### config.mk
export PLATFORM = sky130hd
export DESIGN_NAME = doc_uart_sender
export DESIGN_NICKNAME = d
export VERILOG_FILES = /design/src/rtl/doc_uart_pkg.sv /design/src/rtl/doc_uart_sender_uart_tx_byte.sv /design/src/rtl/doc_uart_sender.sv
export SDC_FILE = /design/constraint.sdc
export NUM_CORES = 1
export LEC_CHECK = 0
export ABC_AREA = 1
export CAP_MARGIN = 0
export CORE_MARGIN = 5
export CORE_UTILIZATION = 57
export DETAILED_ROUTE_END_ITERATION = 10
export GPL_TIMING_DRIVEN = 0
export PLACE_DENSITY = 0.8
export SLEW_MARGIN = 20
export SYNTH_ARGS = -nofsm -noshare
export SYNTH_HDL_FRONTEND = slang
export SYNTH_HIERARCHICAL = 1
export SYNTH_SLANG_ARGS = --single-unit
### constraint.sdc
create_clock -name clk -period 2.3 [get_ports clk]
set_clock_uncertainty 0.2 [all_clocks]
set_input_delay 0.46 -clock clk [delete_from_list [all_inputs] [get_ports clk]]
set_output_delay 0.46 -clock clk [all_outputs]
set_load 0.05 [all_outputs]
### src/rtl/doc_uart_pkg.sv
// Shared state encoding and baud helpers for the document UART sender.
package doc_uart_pkg;

    // One encoding for both FSMs.
    // The serializer walks IDLE/START/DATA/STOP.
    // The top walks IDLE/FETCH/SEND/TERM/DONE, where SEND means a byte is on the line.
    typedef enum logic [2:0] {
        ST_IDLE,
        ST_FETCH,
        ST_START,
        ST_DATA,
        ST_STOP,
        ST_TERM,
        ST_DONE,
        ST_SEND
    } state_t;

    // Clocks per bit, truncated.
    function automatic int baud_div(input int clk_hz, input int baud);
        return clk_hz / baud;
    endfunction

    // One FETCH cycle plus start, eight data bits and stop.
    function automatic int byte_cycles(input int div);
        return 1 + 10 * div;
    endfunction

    localparam int DEFAULT_DIV = baud_div(25000000, 115200);
    localparam int BYTE_CYCLES = byte_cycles(DEFAULT_DIV);

endpackage

### src/rtl/doc_uart_sender_uart_tx_byte.sv
// Single-byte 8N1 serializer.
// start/data are taken while ready is high.
// frame_end flags the last cycle of the stop bit.
module uart_tx_byte
    import doc_uart_pkg::*;
#(
    parameter int DIV = 217
) (
    input  logic       clk,
    input  logic       rst,
    input  logic       start,
    input  logic [7:0] data,
    output logic       ready,
    output logic       frame_end,
    output logic       tx
);

    localparam int CNT_W = (DIV > 2) ? $clog2(DIV) : 1;
    localparam logic [CNT_W-1:0] CNT_LAST = CNT_W'(DIV - 1);

    state_t           state_reg,  state_next;
    logic [CNT_W-1:0] cnt_reg,    cnt_next;
    logic [2:0]       bit_reg,    bit_next;
    logic [7:0]       shift_reg,  shift_next;
    logic             tx_reg,     tx_next;
    logic             baud_tick;

    assign baud_tick = (cnt_reg == CNT_LAST);
    assign ready     = (state_reg == ST_IDLE);
    assign frame_end = (state_reg == ST_STOP) && baud_tick;
    assign tx        = tx_reg;

    // Register the serializer state; the line idles high after reset.
    always_ff @(posedge clk) begin
        if (rst) begin
            state_reg <= ST_IDLE;
            cnt_reg   <= '0;
            bit_reg   <= '0;
            shift_reg <= '0;
            tx_reg    <= 1'b1;
        end else begin
            state_reg <= state_next;
            cnt_reg   <= cnt_next;
            bit_reg   <= bit_next;
            shift_reg <= shift_next;
            tx_reg    <= tx_next;
        end
    end

    // Next-state logic.
    // tx is registered, so each level is set on the edge that enters its bit period.
    always_comb begin
        state_next = state_reg;
        cnt_next   = cnt_reg;
        bit_next   = bit_reg;
        shift_next = shift_reg;
        tx_next    = tx_reg;
        case (state_reg)
            ST_IDLE: begin
                tx_next = 1'b1;
                if (start) begin
                    shift_next = data;
                    cnt_next   = '0;
                    bit_next   = '0;
                    tx_next    = 1'b0;
                    state_next = ST_START;
                end
            end
            ST_START: begin
                if (baud_tick) begin
                    cnt_next   = '0;
                    tx_next    = shift_reg[0];
                    state_next = ST_DATA;
                end else begin
                    cnt_next = cnt_reg + CNT_W'(1);
                end
            end
            ST_DATA: begin
                if (baud_tick) begin
                    cnt_next = '0;
                    if (bit_reg == 3'd7) begin
                        tx_next    = 1'b1;
                        state_next = ST_STOP;
                    end else begin
                        bit_next   = bit_reg + 3'd1;
                        shift_next = shift_reg >> 1;
                        tx_next    = shift_reg[1];
                    end
                end else begin
                    cnt_next = cnt_reg + CNT_W'(1);
                end
            end
            ST_STOP: begin
                if (baud_tick) begin
                    cnt_next   = '0;
                    state_next = ST_IDLE;
                end else begin
                    cnt_next = cnt_reg + CNT_W'(1);
                end
            end
            default: begin
                tx_next    = 1'b1;
                state_next = ST_IDLE;
            end
        endcase
    end

endmodule

### src/rtl/doc_uart_sender.sv
// Streams every document cell, plus an optional terminator, out as UART 8N1.
// Pulses done afterwards so the editor clears the document.
module doc_uart_sender
    import doc_uart_pkg::*;
#(
    parameter int         CLK_HZ    = 25000000,
    parameter int         BAUD      = 115200,
    parameter int         ADDR_W    = 10,
    parameter int         DOC_DEPTH = 512,
    parameter bit         TERM_EN   = 1'b1,
    parameter logic [7:0] TERM_BYTE = 8'h0A
) (
    input  logic              clk,
    input  logic              rst,
    input  logic              send,
    output logic [ADDR_W-1:0] rd_addr,
    output logic              rd_en,
    input  logic [7:0]        rd_data,
    output logic              tx,
    output logic              busy,
    output logic              done
);

    localparam int                DIV       = baud_div(CLK_HZ, BAUD);
    localparam logic [ADDR_W-1:0] LAST_ADDR = ADDR_W'(DOC_DEPTH - 1);

    state_t            state_reg, state_next;
    logic [ADDR_W-1:0] addr_reg,  addr_next;
    logic              term_reg,  term_next;   // current byte is the terminator
    logic              tx_start;
    logic [7:0]        tx_data;
    logic              tx_ready;
    logic              tx_frame_end;

    assign rd_addr = addr_reg;
    assign rd_en   = (state_reg != ST_IDLE);
    assign busy    = (state_reg != ST_IDLE);
    assign done    = (state_reg == ST_DONE);

    uart_tx_byte #(
        .DIV (DIV)
    ) u_tx (
        .clk       (clk),
        .rst       (rst),
        .start     (tx_start),
        .data      (tx_data),
        .ready     (tx_ready),
        .frame_end (tx_frame_end),
        .tx        (tx)
    );

    // Register the sequencing state and the read address.
    always_ff @(posedge clk) begin
        if (rst) begin
            state_reg <= ST_IDLE;
            addr_reg  <= '0;
            term_reg  <= 1'b0;
        end else begin
            state_reg <= state_next;
            addr_reg  <= addr_next;
            term_reg  <= term_next;
        end
    end

    // Cell walk. rd_data is sampled only in FETCH.
    // A send arriving while busy is ignored.
    always_comb begin
        state_next = state_reg;
        addr_next  = addr_reg;
        term_next  = term_reg;
        tx_start   = 1'b0;
        tx_data    = 8'h00;
        case (state_reg)
            ST_IDLE: begin
                if (send) begin
                    addr_next  = '0;
                    term_next  = 1'b0;
                    state_next = ST_FETCH;
                end
            end
            ST_FETCH: begin
                tx_start   = tx_ready;
                tx_data    = term_reg ? TERM_BYTE : rd_data;
                state_next = ST_SEND;
            end
            ST_SEND: begin
                if (tx_frame_end) begin
                    if (!term_reg && (addr_reg != LAST_ADDR)) begin
                        addr_next  = addr_reg + ADDR_W'(1);
                        state_next = ST_FETCH;
                    end else if (!term_reg && TERM_EN) begin
                        state_next = ST_TERM;
                    end else begin
                        state_next = ST_DONE;
                    end
                end
            end
            ST_TERM: begin
                term_next  = 1'b1;
                state_next = ST_FETCH;
            end
            ST_DONE: begin
                addr_next  = '0;
                term_next  = 1'b0;
                state_next = ST_IDLE;
            end
            default: begin
                addr_next  = '0;
                term_next  = 1'b0;
                state_next = ST_IDLE;
            end
        endcase
    end

endmodule
==> results.py <==
metrics = {
    "outcome": {
        "status": "finished, final reports clean",
    },
    "flow_run": {
        "drv_cap": 0,
    },
    "critical_path": {
        "startpoint_type": "flip-flop",
        "r2r_slack_ns": 0.17,
        "endpoint_kind": "primary output",
        "r2r_end": "rd_addr[6]",
        "arrival_ns": 1.58,
        "path_cells": "clkdlybuf4s50_1",
        "crit_type": "flip-flop to primary output",
        "crit_start": "rd_addr[9]",
        "r2r-start": "u_tx/cnt_reg[0]",
        "critical_path_buf_inv_count": 1,
        "cpPeakStageDelay_ns": 0.85,
        "cp.required_ns": 1.64,
        "crit_family": "buffers and inverters",
        "worst-path-max-fanout": 4,
        "r2r_cells": 15,
        "cp.depth": 1,
        "cp-endpoint": "rd_addr[9]",
        "critPathSlowestCell": "clkdlybuf4s50_1",
    },
    "drt": {
        "via_per_inst": 5.12,
        "route.detailed.drc": 0,
        "ant_nets": 0,
        "detail_route.iter0.violations": 131,
        "dr_total_vias": 2417,
        "routedWlPerCell_um": 11.2,
        "wirelength_um": 5290,
        "first_pass_iters": 4,
    },
    "clock_network": {
        "clockRootBuffer": "clkbuf_8",
        "numCtsBuffers": 5,
        "clk_path_buf_depth": 2,
        "clk_latency_ns": 0.29,
        "clk_pin_slew_ns": 0.07,
        "cts_sinks": 37,
        "cts_tree": "yes",
        "ctsHoldBuffers": 0,
        "cts-htree-levels": 2,
    },
    "logic_synthesis": {
        "netlist-cell-type-count": 30,
        "synth_edf_count": 0,
        "ys_ff_latch": 37,
        "ys.flop_type": "dfxtp_1",
        "synth_async_sr_flop_share": 0,
        "ys_seq_area_frac": 0.313,
        "yosysWarnings": 6,
        "syn_inst": 388,
        "synth.net_count": 404,
        "avgSynthCellArea_sq_um": 6.10,
        "syn-cell-area_sq_um": 2370,
    },
    "placement": {
        "post_dp_cell_area_sq_um": 2670,
        "io_buffers": 24,
        "gp_congestion": 0.903,
        "dpl.cell_count": 462,
        "dp_hpwl_um": 3790,
    },
    "power": {
        "power.density_nw_per_um2": 874,
        "p_leak_uw": 0.00129,
        "finalPower_uw": 2440,
        "vdd_drop_max_v": 0.000490,
    },
    "global_routing": {
        "track_usage": 0.210,
        "grt_busiest_layer": "met2",
        "gr-usage-met3": 0.0514,
        "grtUsageMet2": 0.341,
        "overflow": 0,
        "antenna_found_initial": 0,
        "grt_max_degree": 12,
        "grt_first_pass_wirelength_um": 9190,
        "grt_util_met1": 0.278,
        "grt_pass1_vias": 2110,
    },
    "finish": {
        "largest_reg_flops": 10,
        "stdcell_area_sq_um": 2790,
        "fillers": 384,
        "nNetsFinal": 438,
        "layout.cells.non_filler": 472,
        "drive_gt1_frac": 0.114,
        "areaGrowthSynthToFinish_pct": 17.7,
        "n_antenna_cell": 0,
        "multi_input_area_sq_um": 1390,
        "seq_area_sq_um": 741,
        "utilization": 0.692,
    },
    "sta": {
        "setup_viol": 0,
        "fin_crit_ns": 2.24,
        "max_freq_mhz": 445,
        "slew_violations": 0,
        "timing.final.crit_share": 0.976,
        "setup_tns_ns": 0,
        "final_hold_viol_count": 0,
        "slew_headroom": 0.661,
        "worst_pin_slew_ns": 0.507,
    },
    "die": {
        "start_util": 0.588,
        "die_h_um": 74.5,
        "die_x_um": 74.5,
        "die-area_sq_um": 5540,
        "num_rows": 23,
        "io_pins": 25,
        "core_sq_um": 4030,
    },
    "hold_path": {
        "min_path_type": "flip-flop to flip-flop",
    },
}
through the flow:
| step | setup WS, ns | hold slack, ns |
|---|---|---|
| 2_1_floorplan | 0.275 | 0.254 |
| 3_3_place_gp | 0.0549 | 0.256 |
| 3_5_place_dp | 0.0288 | 0.254 |
| 4_1_cts | 0.00259 | 0.276 |
| 5_1_grt | -0.0127 | 0.303 |
| 6_report | 0.0551 | 0.272 |
layer usage:
metal,wire (um),vias to the layer above
met5,0,-
li1,-,1270
met1,2500,1099
met2,2520,40
met4,68,0
met3,199,8
where the power goes:
| group | total (uW) | internal, uW | leakage, uW | switching, uW |
|---|---|---|---|---|
| logic | 1140 | 396 | 0.000947 | 746 |
| clock network | 472 | 237 | 0.0000433 | 235 |
| registers | 821 | 746 | 0.000302 | 75.4 |
| total | 2440 | 1380 | 0.00129 | 1060 |
cells by family after synthesis:
logic type / count (synthesis) / share of synthesized area
XOR/XNOR: 3 / 0.0111
AND/OR/NAND/NOR: 256 / 0.480
buffers and inverters: 60 / 0.107
flip-flops: 37 / 0.313
adder cells (fa/ha/maj): 5 / 0.0264
AO/OA/AOI/OAI: 27 / 0.0629
layout by cell type, fill, tap and decap left out, types with 2 or more instances in the layout:
cell type        Yosys  layout
nand2_1            118     117
inv_1               45      45
nor2_4               5       6
nand4_1              5       5
clkdlybuf4s50_1      0      21
buf_2                5       5
xor2_1               3       3
nor2_2               4       4
dfxtp_1             37      37
ha_1                 5       5
nor2_1              77      77
buf_4                4       6
o21ai_1              2       2
o21ai_0              5       5
nor3_1               2       2
o21bai_1             2       2
inv_2                3       3
dlygate4sd2_1        0       2
nand3_1             32      31
clkbuf_8             0       6
a21oi_1             15      15
nand3_2              2       3
clkinv_1             2       2
nand2_2              6       7
cells in the mapped netlist, types with 2 or more instances:
| master | number | area, sq um |
|---|---|---|
| a21oi_1 | 15 | 75.1 |
| buf_2 | 5 | 25.0 |
| buf_4 | 4 | 30.0 |
| clkinv_1 | 2 | 7.51 |
| dfxtp_1 | 37 | 741 |
| ha_1 | 5 | 62.6 |
| inv_1 | 45 | 169 |
| inv_2 | 3 | 11.3 |
| nand2_1 | 118 | 443 |
| nand2_2 | 6 | 37.5 |
| nand3_1 | 32 | 160 |
| nand3_2 | 2 | 20.0 |
| nand4_1 | 5 | 31.3 |
| nor2_1 | 77 | 289 |
| nor2_2 | 4 | 25.0 |
| nor2_4 | 5 | 56.3 |
| nor3_1 | 2 | 10.0 |
| o21ai_0 | 5 | 25.0 |
| o21ai_1 | 2 | 10.0 |
| o21bai_1 | 2 | 15.0 |
| xor2_1 | 3 | 26.3 |
repair_timing:
item                       in CTS  in global routing
setup buffers                   0                  2
setup endpoints to repair       3                 11
pin swaps                       0                  2
resized for setup               3                  5
gates cloned                    0                  1
worst min-delay path by stage:
| stage | startpoint | end | slack (ns) | cells after the start |
|---|---|---|---|---|
| global route | u_tx/tx | u_tx/tx | 0.30 | 2 |
| global placement | u_tx/tx | u_tx/tx | 0.26 | 2 |
| finish | u_tx/tx | u_tx/tx | 0.27 | 2 |
| floorplan | u_tx/shift_reg[0] | u_tx/shift_reg[0] | 0.25 | 2 |
| CTS | u_tx/tx | u_tx/tx | 0.28 | 2 |
| detailed placement | u_tx/tx | u_tx/tx | 0.25 | 2 |
final cells by class:
| cell class | instances | area share |
|---|---|---|
| plain buffers | 10 | 0.0238 |
| clock buffers | 6 | 0.0296 |
| clock inverters | 1 | 0.00269 |
| inverters | 50 | 0.0673 |
| multi-input cells | 292 | 0.500 |
| flip-flops and latches | 37 | 0.266 |
| well taps | 50 | 0.0224 |
| repair buffers | 26 | 0.0889 |
Note: power is estimated with default switching activity, not from simulation.
